File: config.mk
export PLATFORM = sky130hd
export DESIGN_NAME = column_frame_scheduler_flat
export DESIGN_NICKNAME = d
export VERILOG_FILES = /design/src/rtl/column_frame_scheduler_if.sv /design/src/rtl/column_frame_scheduler.sv /design/src/flat_wrapper.sv
export SDC_FILE = /design/constraint.sdc
export NUM_CORES = 1
export LEC_CHECK = 0
export ABC_CLOCK_PERIOD_IN_PS = 1800
export BUFFER_PORTS_ARGS = -buffer_cell sky130_fd_sc_hd__buf_4
export CORE_MARGIN = 4
export CORE_UTILIZATION = 52
export DETAILED_ROUTE_END_ITERATION = 10
export GPL_ROUTABILITY_DRIVEN = 0
export MAX_ROUTING_LAYER = met4
export PLACE_DENSITY = 0.88
export SLEW_MARGIN = 10
export SYNTH_ARGS = -nofsm -noshare
export SYNTH_HDL_FRONTEND = slang
export SYNTH_SLANG_ARGS = --single-unit
File: constraint.sdc
create_clock -name clk -period 1.8 [get_ports clk]
set_input_delay 0.18 -clock clk [delete_from_list [all_inputs] [get_ports clk]]
set_output_delay 0.18 -clock clk [all_outputs]
set_load 0.05 [all_outputs]
File: src/rtl/column_frame_scheduler_if.sv
// Avalon-MM slave bundle for the column frame scheduler: chip select, write strobe,
// one-bit address, 16-bit write data and the waitrequest stall.
interface column_frame_scheduler_if;
  logic        chipselect;
  logic        write;
  logic        address;
  logic [15:0] writedata;
  logic        waitrequest;

  modport master (
    output chipselect, write, address, writedata,
    input  waitrequest
  );

  modport slave (
    input  chipselect, write, address, writedata,
    output waitrequest
  );
endinterface

File: src/rtl/column_frame_scheduler.sv
// Triple-buffer sequencer for raycaster column RAMs: packs 16-bit write pairs into column words
// and rotates display/pending/write roles. Define FRAME_DROP_EN to replace stalling with frame drop.
module column_frame_scheduler #(
  parameter int NUM_COLS = 640,
  parameter int HI_W     = 13,
  parameter int LO_W     = 15,
  parameter int DATA_W   = 28
) (
  input  logic                  clk,
  input  logic                  reset,
  column_frame_scheduler_if.slave avs,
  input  logic                  vblank_start,
  output logic [1:0]            rd_sel,
  output logic [1:0]            wr_sel,
  output logic                  col_we,
  output logic [9:0]            col_waddr,
  output logic [DATA_W-1:0]     col_wdata,
  output logic                  frame_swapped,
  output logic                  frame_committed
`ifdef FRAME_DROP_EN
  ,
  output logic [15:0]           frames_dropped
`endif
);

  typedef enum logic [1:0] {ST_HI, ST_LO, ST_COMMIT, ST_STALL} state_t;

  localparam logic [9:0] LAST_COL = 10'(NUM_COLS - 1);

  state_t              state_reg, state_next;
  logic [1:0]          rd_sel_reg, rd_sel_next;
  logic [1:0]          wr_sel_reg, wr_sel_next;
  logic [1:0]          pend_sel_reg, pend_sel_next;
  logic                pend_valid_reg, pend_valid_next;
  logic [9:0]          col_count_reg, col_count_next;
  logic [HI_W-1:0]     hi_reg, hi_next;
  logic                col_we_reg, col_we_next;
  logic [9:0]          col_waddr_reg, col_waddr_next;
  logic [DATA_W-1:0]   col_wdata_reg, col_wdata_next;
  logic                frame_swapped_reg, frame_swapped_next;
  logic                frame_committed_reg, frame_committed_next;
`ifdef FRAME_DROP_EN
  logic [15:0]         frames_dropped_reg, frames_dropped_next;
`endif

  logic busy;
  logic data_acc;
  logic ctrl_acc;
  logic unused_wdata;

  assign busy         = (state_reg == ST_COMMIT) || (state_reg == ST_STALL);
  assign data_acc     = avs.chipselect && avs.write && !busy && !avs.address;
  assign ctrl_acc     = avs.chipselect && avs.write && !busy && avs.address;
  assign unused_wdata = ^avs.writedata;

  always_comb begin
    state_next           = state_reg;
    rd_sel_next          = rd_sel_reg;
    wr_sel_next          = wr_sel_reg;
    pend_sel_next        = pend_sel_reg;
    pend_valid_next      = pend_valid_reg;
    col_count_next       = col_count_reg;
    hi_next              = hi_reg;
    col_we_next          = 1'b0;
    col_waddr_next       = col_waddr_reg;
    col_wdata_next       = col_wdata_reg;
    frame_swapped_next   = 1'b0;
    frame_committed_next = 1'b0;
`ifdef FRAME_DROP_EN
    frames_dropped_next  = frames_dropped_reg;
`endif

    case (state_reg)
      ST_HI: begin
        if (data_acc) begin
          hi_next    = avs.writedata[HI_W-1:0];
          state_next = ST_LO;
        end else if (ctrl_acc && avs.writedata[0]) begin
          col_count_next = '0;
        end
      end

      ST_LO: begin
        if (data_acc) begin
          col_we_next    = 1'b1;
          col_waddr_next = col_count_reg;
          col_wdata_next = {hi_reg, avs.writedata[LO_W-1:0]};
          // The count parks on the last column until the commit clears it.
          if (col_count_reg == LAST_COL) begin
            state_next = ST_COMMIT;
          end else begin
            col_count_next = col_count_reg + 10'd1;
            state_next     = ST_HI;
          end
        end else if (ctrl_acc && avs.writedata[0]) begin
          col_count_next = '0;
          state_next     = ST_HI;
        end
      end

      ST_COMMIT, ST_STALL: begin
        if (vblank_start && pend_valid_reg) begin
          // Swap and commit in one step: pending goes on screen, the new frame becomes pending.
          rd_sel_next          = pend_sel_reg;
          pend_sel_next        = wr_sel_reg;
          wr_sel_next          = rd_sel_reg;
          frame_swapped_next   = 1'b1;
          frame_committed_next = 1'b1;
          col_count_next       = '0;
          state_next           = ST_HI;
        end else if (state_reg == ST_COMMIT) begin
          if (!pend_valid_reg) begin
            pend_sel_next        = wr_sel_reg;
            wr_sel_next          = 2'b11 ^ rd_sel_reg ^ wr_sel_reg;
            pend_valid_next      = 1'b1;
            frame_committed_next = 1'b1;
            col_count_next       = '0;
            state_next           = ST_HI;
          end else begin
`ifdef FRAME_DROP_EN
            // Newest frame overwrites the pending role; the old pending buffer is refilled.
            pend_sel_next        = wr_sel_reg;
            wr_sel_next          = pend_sel_reg;
            frame_committed_next = 1'b1;
            col_count_next       = '0;
            state_next           = ST_HI;
            if (frames_dropped_reg != 16'hFFFF) begin
              frames_dropped_next = frames_dropped_reg + 16'd1;
            end
`else
            state_next = ST_STALL;
`endif
          end
        end
      end

      default: state_next = ST_HI;
    endcase

    if (!busy && vblank_start && pend_valid_reg) begin
      rd_sel_next        = pend_sel_reg;
      pend_sel_next      = rd_sel_reg;
      pend_valid_next    = 1'b0;
      frame_swapped_next = 1'b1;
    end
  end

  always_ff @(posedge clk) begin
    if (reset) begin
      state_reg           <= ST_HI;
      rd_sel_reg          <= 2'd0;
      wr_sel_reg          <= 2'd1;
      pend_sel_reg        <= 2'd2;
      pend_valid_reg      <= 1'b0;
      col_count_reg       <= '0;
      hi_reg              <= '0;
      col_we_reg          <= 1'b0;
      col_waddr_reg       <= '0;
      col_wdata_reg       <= '0;
      frame_swapped_reg   <= 1'b0;
      frame_committed_reg <= 1'b0;
`ifdef FRAME_DROP_EN
      frames_dropped_reg  <= '0;
`endif
    end else begin
      state_reg           <= state_next;
      rd_sel_reg          <= rd_sel_next;
      wr_sel_reg          <= wr_sel_next;
      pend_sel_reg        <= pend_sel_next;
      pend_valid_reg      <= pend_valid_next;
      col_count_reg       <= col_count_next;
      hi_reg              <= hi_next;
      col_we_reg          <= col_we_next;
      col_waddr_reg       <= col_waddr_next;
      col_wdata_reg       <= col_wdata_next;
      frame_swapped_reg   <= frame_swapped_next;
      frame_committed_reg <= frame_committed_next;
`ifdef FRAME_DROP_EN
      frames_dropped_reg  <= frames_dropped_next;
`endif
    end
  end

  assign avs.waitrequest = busy;
  assign rd_sel          = rd_sel_reg;
  assign wr_sel          = wr_sel_reg;
  assign col_we          = col_we_reg;
  assign col_waddr       = col_waddr_reg;
  assign col_wdata       = col_wdata_reg;
  assign frame_swapped   = frame_swapped_reg;
  assign frame_committed = frame_committed_reg;
`ifdef FRAME_DROP_EN
  assign frames_dropped  = frames_dropped_reg;
`endif

endmodule

File: src/flat_wrapper.sv
// flat-port wrapper written by rule: the top's interface ports become plain ports
module column_frame_scheduler_flat 
#(
  parameter int NUM_COLS = 640,
  parameter int HI_W     = 13,
  parameter int LO_W     = 15,
  parameter int DATA_W   = 28
)
  (clk, reset, vblank_start, rd_sel, wr_sel, col_we, col_waddr, col_wdata, frame_swapped, frame_committed, avs_chipselect, avs_write, avs_address, avs_writedata, avs_waitrequest);
  column_frame_scheduler_if avs_i ();
  input  logic clk;
  input  logic reset;
  input  logic vblank_start;
  output logic [1:0] rd_sel;
  output logic [1:0] wr_sel;
  output logic col_we;
  output logic [9:0] col_waddr;
  output logic [DATA_W-1:0] col_wdata;
  output logic frame_swapped;
  output logic frame_committed;
  input wire logic [$bits(avs_i.chipselect)-1:0] avs_chipselect;
  input wire logic [$bits(avs_i.write)-1:0] avs_write;
  input wire logic [$bits(avs_i.address)-1:0] avs_address;
  input wire logic [$bits(avs_i.writedata)-1:0] avs_writedata;
  output wire logic [$bits(avs_i.waitrequest)-1:0] avs_waitrequest;
  assign avs_i.chipselect = avs_chipselect;
  assign avs_i.write = avs_write;
  assign avs_i.address = avs_address;
  assign avs_i.writedata = avs_writedata;
  assign avs_waitrequest = avs_i.waitrequest;
  column_frame_scheduler #(.NUM_COLS(NUM_COLS), .HI_W(HI_W), .LO_W(LO_W), .DATA_W(DATA_W)) u_core (.clk(clk), .reset(reset), .avs(avs_i), .vblank_start(vblank_start), .rd_sel(rd_sel), .wr_sel(wr_sel), .col_we(col_we), .col_waddr(col_waddr), .col_wdata(col_wdata), .frame_swapped(frame_swapped), .frame_committed(frame_committed));
endmodule
### Word level (Yosys, flattened, before mapping)

Index checks and enable logic that the tools add are counted.

* memory bits (read-only): 0
* latch bits: 0
* bits of input ports: 22
* register bits after elaboration: 73
* memories kept: 0
* word-level logic and storage cells: 92
* RAM bits: 0
* output and inout bits: 46

* divide/modulo/power cells: 0
* multiply operators: 0
* $lt $le $gt $ge: 0
* reductions and logical operators: 28
* muxes and demuxes: 34
* shift operators: 0
* equal/unequal tests: 12
* bitwise operators: 5
* $add $sub $neg: 1

Operators by type and width (count)
* $mux W10: 7
* $mux W2: 18
* $pmux W10 S3: 1
* $reduce_and A3 Y1: 4
* $add A10 B1 Y10 const B: 1
* $eq A10 B10 Y1 const B: 1
* $ne A3 B3 Y1 const B: 3
* $logic_and A1 B1 Y1: 8
* $reduce_or A2 Y1: 4
* $mux W1: 7
* $ne A3 B1 Y1 const B: 2
* $pmux W2 S3: 1
* $reduce_and A2 Y1: 3
* $reduce_bool A2 Y1: 3
* $eq A2 B2 Y1 const B: 2
* $ne A2 B2 Y1 const B: 2
* $reduce_and A4 Y1: 1
* $not A1 Y1: 3
* $reduce_bool A3 Y1: 1
* $eq A2 B1 Y1 const B: 1
* $logic_not A1 Y1: 2
* $logic_not A2 Y1: 1
* $ne A2 B1 Y1 const B: 1
* $not A2 Y2: 1
* other kinds (2): 2

### Logic depth before layout (Yosys ltp)

* word-level depth: 9
* gate-level depth with buffers: 6
* mapped depth without buffers: 5

### Worst setup path before layout

No wires, ideal clock.

* kind: register to register
* start: reg u_core.col_count_reg[0]
* end: reg u_core.col_count_reg[2]
* data required time: 1.664 ns
* path buffers: 0
* cell stages (with the launch flop): 6
* path slack: 0.237 ns
* arrival: 1.428 ns
* path through: dfxtp_1 -> ha_1 -> and3_1 -> and4_1 -> a211oi_2 -> o32ai_1

* word-level cells in the longest chain between the ends: 4
* elaborated cells between the ends (all ways): 7

Ends and longest elaborated chain
* start, declared: RTL line column_frame_scheduler.sv:35 `logic [9:0] col_count_reg, col_count_next;`
* start signal, assigned: RTL line column_frame_scheduler.sv:171 `col_count_reg <= col_count_next;`
* $add A10 B1 Y10: RTL line column_frame_scheduler.sv:92 `col_count_next = col_count_reg + 10'd1;`
* $mux W10: RTL line column_frame_scheduler.sv:89 `if (col_count_reg == LAST_COL) begin`
* $mux W10: RTL line column_frame_scheduler.sv:84 `if (data_acc) begin`
* $pmux W10 S3: RTL line column_frame_scheduler.sv:73 `case (state_reg)`

Parallel ways exist; a longest one is shown, timed or not. The select of a mux whose other input is x is not followed.
A chain may end at the register's enable or synchronous reset.

### Worst setup path in the final report

* start: reg u_core.col_count_reg[1]
* end: reg u_core.col_count_reg[2]

The elaborated chain is that of the path after synthesis.

==> impl_metrics.tcl <==
set metrics [dict create \
    grt.met1_usage_pct 26.8 \
    largest_reg_flops 28 \
    hold_viol 0 \
    die_h_um 83.5 \
    reg2reg_from "u_core.col_count_reg[1]" \
    use_met3_pct 3.85 \
    cts.clk_slew.worst_paths_ns 0.08 \
    coreArea_um2 5510 \
    fin_skew_ns 0.0117 \
    slew_headroom_pct 62.9 \
    insertedDiodeCount 0 \
    io_buffers 66 \
    min_path_type "in2reg" \
    endpoint_kind "flip-flop" \
    grt_pass1_wl_um 12100 \
    grt_pass1_vias 2538 \
    rsz0062_at_grt "no" \
    worst_pin_slew_ns 0.555 \
    cap_viol_max_count 0 \
    gr-usage-all-layers_pct 21.3 \
    globalRoute.busiestLayer "met2" \
    start_util_pct 53.9 \
    syn_to_final_growth_pct 24.9 \
    slew_viol_final 0 \
    postRouteAntennaNets 0 \
    placed_area_um2 3520 \
    numCtsBuffers 9 \
    yosys-top-cells-area "dfxtp_1 (49%), nand2_1 (15%), a21oi_1 (10%)" \
    yosys.area.top_type "dfxtp_1" \
    rows 27 \
    critical_path.slowest_cell "dfxtp_1" \
    grt_util_met2_pct 34.3 \
    synth.net_count 388 \
    finalSetupTns_ns 0 \
    ioPinCount 68 \
    routed_wl_um 7100 \
    min_from "avs_writedata[13]" \
    clk_latency_ns 0.34 \
    drtIter0Drc 256 \
    overflow 0 \
    fmax_mhz 575 \
    clockBufferDepth 2 \
    crit_required_ns 2.01 \
    design_area_um2 3700 \
    htree_levels 3 \
    synthFlopType "dfxtp_1" \
    critPathKind "reg2reg" \
    final_util_pct 67.2 \
    synth.cell_area_um2 2970 \
    grt_antenna_before_repair 0 \
    tritoncts "done" \
    clock-sinks 73 \
    power_density_nw_per_um2 780 \
    dieArea_um2 6970 \
    netlist_instances 365 \
    yosysSeqAreaShare_pct 49.3 \
    dp.cells 491 \
    max_stage_delay_ns 0.36 \
    fin_crit_ns 1.74 \
    synth-edff-count 0 \
    setup_viol 0 \
    hpwl_um 4990 \
    dr.pass1.iters 4 \
    crit_fanout 5 \
    wl_per_cell_um 14.0 \
    die_x_um 83.5 \
    final_layout_size_suffix_gt1_share_pct 24.8 \
    cp.arrival_ns 1.94 \
    num_vias 2784 \
    nets 453 \
    path_cells "ha_1 > and3_1 > and4_2 > a211oi_4 > o32ai_1" \
    async_flop_share_pct 0 \
    avgSynthCellArea_um2 8.12 \
    synth_cell_types 51 \
    yosys_warnings 0 \
    p_leak_uw 0.00141 \
    yosys.area.top_type_share_pct 49.3 \
    synth_seq_cells 73 \
    grt_max_degree 36 \
    period_share_pct 96.6 \
    vdd_drop_max_mv 0.336 \
    outcome "finished clean" \
    root_buffer "clkbuf_8" \
    crit_start "u_core.col_count_reg[1]" \
    fin_cells 507 \
    startpoint_type "flip-flop" \
    vias_per_cell 5.49 \
    drc 0 \
]
## power by group
| part | internal [uW] | leakage, uW | switching [uW] |
|---|---|---|---|
| clock network | 496 | 0.0000891 | 597 |
| logic | 59.9 | 0.000735 | 98.5 |
| registers | 1630 | 0.000589 | 7.93 |
## stage by stage
| stage | power, uW | worst slack, ns | hold slack [ns] |
|---|---|---|---|
| finish | 2890 | 0.0614 | 0.0878 |
| global route | 3010 | 0.00565 | 0.0774 |
| CTS | 2920 | 0.0230 | 0.0730 |
| detailed placement | 1830 | 0.0260 | 0.444 |
| global placement | 1830 | 0.134 | 0.433 |
| floorplan | 1760 | 0.237 | 0.316 |
## placed cells by master (no fill, tap or decap), types with 2 or more instances in the layout
master / Yosys / final
o21ai_0: 5 / 5
a21oi_1: 61 / 61
mux2_2: 4 / 4
nor4_1: 2 / 2
and3_1: 3 / 3
dfxtp_1: 73 / 73
clkinv_2: 0 / 4
o32ai_1: 4 / 4
nand4_1: 2 / 2
nand2b_1: 3 / 3
inv_1: 8 / 8
clkbuf_8: 0 / 9
o211ai_1: 3 / 3
nand3_1: 5 / 5
buf_4: 2 / 75
or2_2: 3 / 3
nor3_1: 3 / 3
nor2_1: 13 / 13
mux2i_1: 2 / 2
nand2_1: 119 / 119
## Yosys cell counts, types with 2 or more instances
cell,instances
a21oi_1,61
and3_1,3
and4_1,2
buf_1,3
buf_2,6
buf_4,2
clkbuf_1,10
dfxtp_1,73
inv_1,8
mux2_2,4
mux2i_1,2
nand2_1,119
nand2b_1,3
nand3_1,5
nand4_1,2
nor2_1,13
nor3_1,3
nor4_1,2
o211ai_1,3
o21ai_0,5
o32ai_1,4
or2_2,3
## area by class of cell
| class | instances | area [um2] |
|---|---|---|
| clock inverter | 7 | 45.0 |
| timing repair buffer | 75 | 563 |
| fill | 457 | 1800 |
| clock buffer | 9 | 124 |
| tap | 72 | 90.1 |
| multi-input combinational | 263 | 1390 |
| inverter | 8 | 30.0 |
| sequential | 73 | 1460 |
## what timing repair did
action,CTS,global route
buffers inserted,0,0
endpoints found under the setup margin,0,4
hold endpoints to repair,0,0
hold buffers,0,0
resized for setup,0,2
## worst max-delay path, delay by kind of cell, from the launching register on
family,cells,cell delay [ns]
AOI/OAI and AO/OA,2,0.48
adders and majority gates,1,0.23
DFF,1,0.36
and+or+nand+nor,2,0.52
## routing by layer
| layer | share of wire [%] | vias up | routed length [um] |
|---|---|---|---|
| met5 | 0 | - | 0 |
| met4 | 2.0 | 0 | 142 |
| met3 | 4.8 | 16 | 343 |
| met2 | 51 | 81 | 3590 |
| met1 | 43 | 1317 | 3020 |
| li1 | - | 1370 | - |
## kinds of logic (layout without fill, tap and decap cells)
kind of cell	count (synthesis)	in the layout	share of synthesized area (%)
AND/OR/NAND/NOR	167	167	25.0
AO/OA/AOI/OAI	88	88	18.6
flip-flops	73	73	49.3
buffers and inverters	29	99	4.18
multiplexers	6	6	2.19
adder cells (fa/ha/maj)	1	1	0.422
XOR/XNOR	1	1	0.295
## final timing paths
kind	to	slack (ns)	depth (start not counted)
max	u_core.col_count_reg[2]	0.06	5
min reg2reg	u_core.col_wdata[27]	0.45	2
min	u_core.col_wdata[13]	0.09	3
max reg2reg	u_core.col_count_reg[2]	0.06	5
Power figures use the tool's default switching activity.
